**src/rtl/ffstdp_pkg.sv**
```systemverilog
// Shared constants and helpers for the forward-forward STDP update engine.
// Latency: n/a (package only).
// Backpressure: n/a (package only).
package ffstdp_pkg;

    // Derivative LUT polarity encoding, used for both write select and read select.
    localparam logic LUT_POS = 1'b1;
    localparam logic LUT_NEG = 1'b0;

    // Entries per derivative table.
    function automatic int lut_depth(input int addr_width);
        return 1 << addr_width;
    endfunction

    // Width of the unsigned deriv * pre product.
    function automatic int product_width(input int deriv_width, input int pre_act_width);
        return deriv_width + pre_act_width;
    endfunction

    // Largest representable signed weight.
    function automatic int w_max(input int weight_width);
        return (1 << (weight_width - 1)) - 1;
    endfunction

    // Smallest representable signed weight.
    function automatic int w_min(input int weight_width);
        return -(1 << (weight_width - 1));
    endfunction

endpackage

```
**src/rtl/ffstdp_deriv_lut.sv**
```systemverilog
// Dual derivative tables (pos/neg) as a register file: synchronous write, async read.
// Latency: read is combinational; a write is visible after its clock edge (same-cycle read sees old data).
// Backpressure: none; writes are always accepted.
// Ports: clk/rst, write port (we, wr_sel, waddr, wdata), read port (rd_sel, raddr -> rdata).
module ffstdp_deriv_lut
    import ffstdp_pkg::*;
#(
    parameter int ADDR_WIDTH = 5,
    parameter int DATA_WIDTH = 8
) (
    input  logic                  clk,
    input  logic                  rst,
    input  logic                  we,
    input  logic                  wr_sel,
    input  logic [ADDR_WIDTH-1:0] waddr,
    input  logic [DATA_WIDTH-1:0] wdata,
    input  logic                  rd_sel,
    input  logic [ADDR_WIDTH-1:0] raddr,
    output logic [DATA_WIDTH-1:0] rdata
);

    localparam int DEPTH = lut_depth(ADDR_WIDTH);

    logic [DATA_WIDTH-1:0] pos_mem [DEPTH];
    logic [DATA_WIDTH-1:0] neg_mem [DEPTH];

    // Cleared tables make every update a no-op until software programs them.
    always_ff @(posedge clk) begin
        if (rst) begin
            for (int i = 0; i < DEPTH; i++) begin
                pos_mem[i] <= '0;
                neg_mem[i] <= '0;
            end
        end else if (we) begin
            case (wr_sel)
                LUT_POS: pos_mem[waddr] <= wdata;
                LUT_NEG: neg_mem[waddr] <= wdata;
            endcase
        end
    end

    assign rdata = (rd_sel == LUT_POS) ? pos_mem[raddr] : neg_mem[raddr];

endmodule

```
**src/rtl/ffstdp_update_pipe.sv**
```systemverilog
// Forward-forward STDP weight update: LUT derivative * pre count, LR shift, saturating add to weight.
// Latency: 3 cycles (S1 LUT read, S2 multiply, S3 shift/sign/saturate), one update per cycle.
// Backpressure: whole pipe stalls as one unit when OUT_VALID && !OUT_READY; IN_READY = advance.
// Ports: CFG_* program LUTs and LR shift; IN_* / OUT_* valid-ready streams with pass-through
//        synapse address; UPD_CNT counts accepted training results; BUSY = any stage valid.
module ffstdp_update_pipe
    import ffstdp_pkg::*;
#(
    parameter int PRE_CNT_WIDTH  = 8,
    parameter int POST_CNT_WIDTH = 7,
    parameter int PRE_ACT_WIDTH  = 5,
    parameter int LUT_ADDR_WIDTH = 5,
    parameter int DERIV_WIDTH    = 8,
    parameter int WEIGHT_WIDTH   = 8,
    parameter int SYN_ADDR_WIDTH = 16,
    parameter int LR_SHIFT_WIDTH = 3,
    parameter int UPD_CNT_WIDTH  = 16
) (
    input  logic                      CLK,
    input  logic                      RST,
    input  logic                      CFG_LUT_WE,
    input  logic                      CFG_LUT_SEL,
    input  logic [LUT_ADDR_WIDTH-1:0] CFG_LUT_ADDR,
    input  logic [DERIV_WIDTH-1:0]    CFG_LUT_WDATA,
    input  logic [LR_SHIFT_WIDTH-1:0] CFG_LR_SHIFT,
    input  logic                      IN_VALID,
    output logic                      IN_READY,
    input  logic                      IN_IS_POS,
    input  logic                      IN_IS_TRAIN,
    input  logic [SYN_ADDR_WIDTH-1:0] IN_SYN_ADDR,
    input  logic [PRE_CNT_WIDTH-1:0]  IN_PRE_CNT,
    input  logic [POST_CNT_WIDTH-1:0] IN_POST_CNT,
    input  logic [WEIGHT_WIDTH-1:0]   IN_WSYN,
    output logic                      OUT_VALID,
    input  logic                      OUT_READY,
    output logic [SYN_ADDR_WIDTH-1:0] OUT_SYN_ADDR,
    output logic [WEIGHT_WIDTH-1:0]   OUT_WSYN,
    output logic                      OUT_SAT,
    output logic [UPD_CNT_WIDTH-1:0]  UPD_CNT,
    output logic                      BUSY
);

    localparam int PRODUCT_WIDTH = product_width(DERIV_WIDTH, PRE_ACT_WIDTH);

    localparam logic [WEIGHT_WIDTH-1:0]   W_MAX_V     = WEIGHT_WIDTH'(w_max(WEIGHT_WIDTH));
    localparam logic [WEIGHT_WIDTH-1:0]   W_MIN_V     = WEIGHT_WIDTH'(w_min(WEIGHT_WIDTH));
    localparam logic [PRODUCT_WIDTH-1:0]  MAG_CAP     = PRODUCT_WIDTH'(w_max(WEIGHT_WIDTH));
    localparam logic [PRE_CNT_WIDTH-1:0]  PRE_CAP     = PRE_CNT_WIDTH'((1 << PRE_ACT_WIDTH) - 1);
    localparam logic [PRE_ACT_WIDTH-1:0]  PRE_ACT_MAX = '1;
    localparam logic [POST_CNT_WIDTH-1:0] POST_CAP    = POST_CNT_WIDTH'(lut_depth(LUT_ADDR_WIDTH) - 1);
    localparam logic [LUT_ADDR_WIDTH-1:0] LUT_IDX_MAX = '1;

    logic advance;

    // S1 (LUT read) inputs
    logic [LUT_ADDR_WIDTH-1:0] post_idx;
    logic [PRE_ACT_WIDTH-1:0]  pre_act;
    logic [DERIV_WIDTH-1:0]    lut_rdata;

    // Stage registers
    logic                      s1_vld, s1_pos, s1_train;
    logic [SYN_ADDR_WIDTH-1:0] s1_addr;
    logic [WEIGHT_WIDTH-1:0]   s1_wsyn;
    logic [DERIV_WIDTH-1:0]    s1_deriv;
    logic [PRE_ACT_WIDTH-1:0]  s1_pre;

    logic                      s2_vld, s2_pos, s2_train;
    logic [SYN_ADDR_WIDTH-1:0] s2_addr;
    logic [WEIGHT_WIDTH-1:0]   s2_wsyn;
    logic [PRODUCT_WIDTH-1:0]  s2_product;
    logic [LR_SHIFT_WIDTH-1:0] s2_lr;

    logic                      s3_train;

    // S3 combinational result
    logic [PRODUCT_WIDTH-1:0]  mag_full;
    logic [WEIGHT_WIDTH-1:0]   mag;
    logic [WEIGHT_WIDTH:0]     sum;
    logic [WEIGHT_WIDTH-1:0]   wsyn_nxt;
    logic                      sat_nxt;

    assign advance  = !OUT_VALID || OUT_READY;
    assign IN_READY = advance;
    assign BUSY     = s1_vld || s2_vld || OUT_VALID;

    // Out-of-range counts clamp to the top entry rather than aliasing via truncation.
    assign post_idx = (IN_POST_CNT > POST_CAP) ? LUT_IDX_MAX : IN_POST_CNT[LUT_ADDR_WIDTH-1:0];
    assign pre_act  = (IN_PRE_CNT > PRE_CAP) ? PRE_ACT_MAX : IN_PRE_CNT[PRE_ACT_WIDTH-1:0];

    ffstdp_deriv_lut #(
        .ADDR_WIDTH (LUT_ADDR_WIDTH),
        .DATA_WIDTH (DERIV_WIDTH)
    ) u_lut (
        .clk    (CLK),
        .rst    (RST),
        .we     (CFG_LUT_WE),
        .wr_sel (CFG_LUT_SEL),
        .waddr  (CFG_LUT_ADDR),
        .wdata  (CFG_LUT_WDATA),
        .rd_sel (IN_IS_POS),
        .raddr  (post_idx),
        .rdata  (lut_rdata)
    );

    // The fixed PRE_ACT_WIDTH shift normalises the pre-count scale; lr adds on top.
    always_comb begin
        mag_full = s2_product >> (PRE_ACT_WIDTH + int'(s2_lr));
        mag      = (mag_full > MAG_CAP) ? MAG_CAP[WEIGHT_WIDTH-1:0] : mag_full[WEIGHT_WIDTH-1:0];
        sum      = s2_pos ? ({s2_wsyn[WEIGHT_WIDTH-1], s2_wsyn} + {1'b0, mag})
                          : ({s2_wsyn[WEIGHT_WIDTH-1], s2_wsyn} - {1'b0, mag});
        wsyn_nxt = sum[WEIGHT_WIDTH-1:0];
        sat_nxt  = 1'b0;
        if (!s2_train) begin
            wsyn_nxt = s2_wsyn;
        end else if (sum[WEIGHT_WIDTH] != sum[WEIGHT_WIDTH-1]) begin
            // Sum exceeds the weight range; the extra sign bit tells which end.
            wsyn_nxt = sum[WEIGHT_WIDTH] ? W_MIN_V : W_MAX_V;
            sat_nxt  = 1'b1;
        end
    end

    always_ff @(posedge CLK) begin
        if (RST) begin
            s1_vld       <= 1'b0;
            s1_pos       <= 1'b0;
            s1_train     <= 1'b0;
            s1_addr      <= '0;
            s1_wsyn      <= '0;
            s1_deriv     <= '0;
            s1_pre       <= '0;
            s2_vld       <= 1'b0;
            s2_pos       <= 1'b0;
            s2_train     <= 1'b0;
            s2_addr      <= '0;
            s2_wsyn      <= '0;
            s2_product   <= '0;
            s2_lr        <= '0;
            s3_train     <= 1'b0;
            OUT_VALID    <= 1'b0;
            OUT_SYN_ADDR <= '0;
            OUT_WSYN     <= '0;
            OUT_SAT      <= 1'b0;
            UPD_CNT      <= '0;
        end else begin
            if (advance) begin
                s1_vld       <= IN_VALID;
                s1_pos       <= IN_IS_POS;
                s1_train     <= IN_IS_TRAIN;
                s1_addr      <= IN_SYN_ADDR;
                s1_wsyn      <= IN_WSYN;
                s1_deriv     <= lut_rdata;
                s1_pre       <= pre_act;

                s2_vld       <= s1_vld;
                s2_pos       <= s1_pos;
                s2_train     <= s1_train;
                s2_addr      <= s1_addr;
                s2_wsyn      <= s1_wsyn;
                s2_product   <= PRODUCT_WIDTH'(s1_deriv) * PRODUCT_WIDTH'(s1_pre);
                s2_lr        <= CFG_LR_SHIFT;

                s3_train     <= s2_train;
                OUT_VALID    <= s2_vld;
                OUT_SYN_ADDR <= s2_addr;
                OUT_WSYN     <= wsyn_nxt;
                OUT_SAT      <= sat_nxt;
            end
            // Zero-delta training results still count as applied updates.
            if (OUT_VALID && OUT_READY && s3_train) begin
                UPD_CNT <= UPD_CNT + UPD_CNT_WIDTH'(1);
            end
        end
    end

endmodule

```
**config.mk**
```make
export PLATFORM = sky130hd
export DESIGN_NAME = ffstdp_update_pipe
export DESIGN_NICKNAME = d
export VERILOG_FILES = /design/src/rtl/ffstdp_pkg.sv /design/src/rtl/ffstdp_deriv_lut.sv /design/src/rtl/ffstdp_update_pipe.sv
export SDC_FILE = /design/constraint.sdc
export NUM_CORES = 1
export LEC_CHECK = 0
export ABC_AREA = 1
export ABC_CLOCK_PERIOD_IN_PS = 4040
export CAP_MARGIN = 25
export CORE_AREA = 5 5 360 291
export DETAILED_ROUTE_END_ITERATION = 10
export DIE_AREA = 0 0 365 296
export SYNTH_ARGS = -nofsm -noshare
export SYNTH_HDL_FRONTEND = slang
export SYNTH_HIERARCHICAL = 1
export SYNTH_SLANG_ARGS = --single-unit
export TNS_END_PERCENT = 20
```
**constraint.sdc**
```tcl
create_clock -name CLK -period 4.04 [get_ports CLK]
set_input_delay 0.808 -clock CLK [delete_from_list [all_inputs] [get_ports CLK]]
set_output_delay 0.808 -clock CLK [all_outputs]
set_load 0.02 [all_outputs]
```
==> results of run 1 <==
## worst reg2reg max path, cell delays in order, from the launching register on
cell      delay (ns)
dfxtp_1         0.48
nand2_1         0.13
fa_1            0.56
inv_1           0.05
fa_1            0.49
fa_1            0.41
ha_1            0.33
a21oi_1         0.22
o21ai_0         0.17
a21oi_2         0.21
o21ai_1         0.11
nand2_1         0.08
nand2_1         0.06
xor2_1          0.13
o21bai_1        0.11
inv_1           0.06
## routing by layer
metal	global-route usage (%)	up-vias
met4	4.48	2
met5	0	-
met1	22.7	11300
met2	23.5	800
li1	-	11200
met3	3.27	124
## final timing paths
path                                   from             end  slack [ns]  depth (start not counted)
worst max register to register    s1_pre[2]  s2_product[11]        0.33                         15
worst max-delay path              s1_pre[2]  s2_product[11]        0.33                         15
worst min-delay path            UPD_CNT[15]     UPD_CNT[15]        0.47                          2
worst min register to register  UPD_CNT[15]     UPD_CNT[15]        0.47                          2
## report_power, final
part | internal [mW] | switching, mW | leakage [nW]
registers | 7.39 | 0.144 | 5.86
logic | 0.573 | 1.18 | 7.08
clock network | 3.81 | 2.67 | 1.16
total | 11.8 | 3.99 | 14.1
## cell type report
cell class                      instances  area [µm²]  area share, %
Clock buffer                           94        1990           5.68
Inverter                              137         547           1.56
Sequential cell                       633       17800           50.9
Antenna cell                            1        2.50        0.00716
Clock inverter                         33         355           1.02
Timing Repair Buffer                  171        1810           5.17
Tap cell                             1325        1660           4.74
Multi-Input combinational cell       2371       10800           30.9
## synthesized netlist by cell type (2+ instances only)
master    instances  area, µm²
o211ai_1          4       30.0
nand2_4           2       22.5
nand3_1         460       2300
a21oi_1          45        225
nor3_2            3       30.0
inv_1           119        447
nand2_1         883       3310
fa_1             18        360
clkbuf_1        121        454
o21ai_1           2       10.0
nor2_2            3       18.8
o21ai_0         119        596
buf_4             3       22.5
edfxtp_1        512      15400
inv_2            15       56.3
nand4_1           4       25.0
or2_2             2       12.5
a31oi_1           4       25.0
dfxtp_1         121       2420
nor2_1          692       2600
nand2_2          12       75.1
nand3b_1          2       15.0
buf_2            63        315
a21oi_2           8       70.1
buf_6             2       22.5
ha_1             30        375
nor3_1           12       60.1
buf_1            25       93.8
nor4_1            3       18.8
o21bai_1          5       37.5
nand3_2          32        320
xnor2_1           6       52.6
xor2_1           10       87.6
## registers in the layout, indices dropped and copies added (netlist names), 3 cells and up
name,flops
OUT_SYN_ADDR,16
OUT_WSYN,8
UPD_CNT,16
s1_addr,16
s1_deriv,8
s1_pre,5
s1_wsyn,8
s2_addr,16
s2_lr,3
s2_product,8
s2_wsyn,8
u_lut/neg_mem,256
u_lut/pos_mem,256
## logic make-up (layout without fill, tap and decap cells)
logic type	count (synthesis)	count (layout)	synth area share (%)
and+or+nand+nor	2114	2114	29.5
DFF	633	633	59.3
buffers and inverters	351	435	4.82
AOI/OAI and AO/OA	193	193	3.47
adders and majority gates	48	48	2.45
xor gates and xnor gates	16	16	0.467
other	0	1	0
## stage by stage
step                      util [%]  cells  setup WS (ns)
after floorplan                  -   3355          0.568
after CTS                     34.8   4763          0.362
after detailed placement      32.5   4636          0.369
after global routing          34.9   4764         0.0400
final                         34.9   4765          0.334
after global placement        32.5   4636          0.414
==> impl_metrics.yaml, run 1 <==
logic_synthesis:
  synth-edff-count: 512
  synth_warnings: 6
  seq_area_frac_synth_pct: 59.3
  synthesis.instances: 3355
  synth_flop_cell: "edfxtp_1"
  async_flop_share_pct: 0
  synth_cell_types: 46
  synth.ff_latch_count: 633
  synth_nets: 3466
  synth.avg_cell_area_um2: 8.95
  synth_area_mm2: 0.0300
finish:
  fill_cells: 10200
  final_cell_mix: "nand2_1, nor2_1, edfxtp_1"
  final_area_mm2: 0.0350
  fin_nets: 3495
  area_delta_synth_final_pct: 16.5
  mostFrequentLayoutCell: "nand2_1"
  drive_gt1_share_pct: 7.68
timing:
  setup_viol: 0
  max_freq_mhz: 270
  tightest_slew_ns: 0.978
  finalCritPeriodShare_pct: 91.7
  relSlewSlack_pct: 34.8
  hold_viol: 0
  fin_skew_ns: 0.0247
  setup-tns-final_ns: 0
  finalCriticalPeriod_ns: 3.71
  hold_ws_ns: 0.469
  grt_setup_unrepaired: "no"
  drv_slew: 0
global_routing:
  grt_start_max_net_pins: 131
  grt_pass1_vias: 22500
  grt_use_total_pct: 15.6
  grt_pass1_wl_um: 132000
  globalRoute.totalOverflow: 0
  grt_antenna_before_repair: 2
die:
  fp.coreArea_mm2: 0.100
  die_area_mm2: 0.108
  initial_core_util_pct: 29.9
  row_count: 104
  die_w_um: 365
  die_h_um: 296
  io_pins: 107
clock_network:
  cts_setup_buffers: 0
  numCtsBuffers: 70
  cts_tree: "built"
  postCtsResizedCells: 0
  root_buffer: "clkbuf_16"
  cts-htree-levels: 3
  clk_latency_ns: 0.62
  clkSlewWorstSetupHoldPaths_ns: 0.06
  cts_max_path_buffers: 3
  cts_sinks: 633
  ctsHoldBuffers: 0
detailed_routing:
  detail-route-antenna-nets: 0
  wl_met2_um: 37000
  drcViolationCount: 0
  vias: 23400
  first_pass_iters: 7
  wl_per_cell_um: 17.9
  wl_met3_um: 6620
  vias_per_cell: 4.91
  drtIter0Drc: 2537
  drt_wl_total_um: 85200
  met1Wirelength_um: 39300
  top_layer: "met5"
critical_path:
  critPathMaxStageDelay_ns: 0.56
  worstPathArrival_ns: 4.22
  critPathKind: "flip-flop to flip-flop"
  crit_family: "adder cells"
  critPathLaunchType: "flip-flop"
  critPathMaxFanout: 9
  worst-path-buf-inv: 2
  crit_chain: "nand2_1 > fa_1 > inv_1 > fa_1 > fa_1 > ha_1 > a21oi_1 > o21ai_0 > a21oi_2 > o21ai_1 > nand2_1 > nand2_1 > xor2_1 > o21bai_1 > inv_1"
  slowest_stage: "fa_1"
  end_kind: "flip-flop"
  critPathRequiredTime_ns: 4.55
power:
  peakVddDrop_mv: 0.277
  power_mw: 15.8
  p_leak_nw: 14.1
  power_per_cell_area_mw_per_mm2: 451
run:
  max_cap_violations: 0
placement:
  post_dp_cell_area_mm2: 0.0326
  routabilityCongestion: 0.873
  io_buffers: 106
  hpwlAfterDp_um: 55200
min_path:
  holdCritPathClass: "flip-flop to flip-flop"
outcome:
  status: "completed"
Power figures use the tool's default switching activity.
==> run 2, diff against run 1 <==
Settings changed: ABC_CLOCK_PERIOD_IN_PS 4040 to 3600, CAP_MARGIN 25 to default.
Clock period 4.04 ns to 3.6 ns, I/O delays scaled along.
==> impl_metrics.yaml, run 2 (synthesis gave the netlist of run 1 again) <==
outcome:
  status: "completed"
die:
  die_h_um: 296
  row_count: 104
  fp.coreArea_mm2: 0.100
  initial_core_util_pct: 29.9
  io_pins: 107
  die_area_mm2: 0.108
  die_w_um: 365
placement:
  hpwlAfterDp_um: 54300
  post_dp_cell_area_mm2: 0.0329
  dpl.cell_count: 4665
  pre_cts_ws_ns: -0.0267
  io_buffers: 106
  routabilityCongestion: 0.880
timing:
  worst_slack_ns: 0.133
  fin_skew_ns: 0.0220
  setup-tns-final_ns: 0
  hold_viol: 0
  drv_slew: 0
  tightest_slew_ns: 1.04
  finalCritPeriodShare_pct: 96.3
  max_freq_mhz: 288
  relSlewSlack_pct: 30.4
  setup_viol: 0
  hold_ws_ns: 0.465
  finalCriticalPeriod_ns: 3.47
  grt_setup_unrepaired: "yes"
critical_path:
  critPathLaunchType: "flip-flop"
  worstPathArrival_ns: 4.02
  critPathRequiredTime_ns: 4.15
  r2r-start: "s1_pre[4]"
  r2r_cells: 15
  reg2reg_to: "s2_product[9]"
  critPathMaxFanout: 6
  critPathKind: "flip-flop to flip-flop"
  reg2reg_slack_ns: 0.13
  end_kind: "flip-flop"
finish:
  fin_nets: 3533
  final_cell_mix: "nand2_1, nor2_1, edfxtp_1"
  area_delta_synth_final_pct: 18.0
  fill_cells: 10100
  reg.largest.list: "u_lut/neg_mem x256, u_lut/pos_mem x256"
  final_area_mm2: 0.0354
  mostFrequentLayoutCell: "nand2_1"
  final_cells: 4800
  final_util_pct: 35.3
  drive_gt1_share_pct: 9.64
detailed_routing:
  wl_per_cell_um: 17.6
  vias: 23500
  first_pass_iters: 6
  vias_per_cell: 4.90
  drcViolationCount: 0
  drtIter0Drc: 2425
  drt_wl_total_um: 84600
  detail-route-antenna-nets: 0
power:
  p_leak_nw: 14.3
  power_per_cell_area_mw_per_mm2: 502
  power_mw: 17.8
  peakVddDrop_mv: 0.317
global_routing:
  grt_start_max_net_pins: 111
  grt_use_total_pct: 15.4
  grt_antenna_before_repair: 1
  grt_pass1_wl_um: 130000
  grt_pass1_vias: 22500
  globalRoute.totalOverflow: 0
clock_network:
  clk_latency_ns: 0.63
  root_buffer: "clkbuf_16"
  ctsHoldBuffers: 0
  cts_max_path_buffers: 3
  clkSlewWorstSetupHoldPaths_ns: 0.06
  numCtsBuffers: 69
  cts_tree: "built"
  cts-htree-levels: 3
  cts_sinks: 633
min_path:
  min_delay_path_depth: 2
  worstHoldStart: "UPD_CNT[15]"
  whs_endpoint: "UPD_CNT[15]"
  holdCritPathClass: "flip-flop to flip-flop"
run:
  max_cap_violations: 0
[run 2: worst max path at each step]
stage | startpoint | to | slack, ns | cells past startpoint
after floorplan | s1_pre[2] | s2_product[11] | 0.13 | 16
after global placement | s1_pre[2] | s2_product[9] | 0.05 | 15
after detailed placement | s2_lr[0] | OUT_WSYN[4] | -0.03 | 28
after CTS | s2_lr[1] | OUT_WSYN[4] | 0.006 | 25
after global routing | s2_lr[0] | OUT_WSYN[2] | -0.06 | 26
final | s1_pre[4] | s2_product[9] | 0.13 | 15
[run 2: where the power goes]
| group | switching (mW) | leakage, nW | total [mW] | internal [mW] |
|---|---|---|---|---|
| logic | 1.39 | 7.30 | 2.12 | 0.732 |
| registers | 0.159 | 5.86 | 8.45 | 8.29 |
| clock network | 2.97 | 1.15 | 7.21 | 4.24 |
[run 2: critical path, cell delays in order, from the launching register on]
cell and delay (ns):
dfxtp_1 0.43, nand2_1 0.10, fa_1 0.49, inv_1 0.05, fa_1 0.46, fa_1 0.54, ha_4 0.32, nand2_2 0.08
nor3_4 0.21, a21oi_2 0.09, buf_4 0.15, o21bai_4 0.11, a21oi_1 0.07, o21ai_1 0.12, o211ai_1 0.09, inv_1 0.08
[run 2: layout make-up]
type	count	area [µm²]	share of cell area (%)
inverters	137	552	1.56
well taps	1325	1660	4.68
clock buffers	88	1920	5.42
clock inverters	35	397	1.12
repair buffers	209	2150	6.07
diodes	1	2.50	0.00706
repair inverters	1	6.26	0.0177
multi-input cells	2371	10900	30.9
flip-flops and latches	633	17800	50.3
[run 2: timing repair]
| action | in CTS | in global routing |
|---|---|---|
| endpoints found under the setup margin | 6 | 14 |
| pin swaps | 0 | 17 |
| cloned | 0 | 1 |
| buffers inserted | 0 | 10 |
| gates resized for setup | 3 | 46 |
[run 2: routing by layer]
metal / vias up / track usage, % / part of all wire (%)
met4: 0 / 4.15 / 2.2
met5: - / 0 / 0
li1: 11300 / - / -
met1: 11300 / 22.2 / 45
met2: 800 / 23.8 / 45
met3: 119 / 2.84 / 8.0
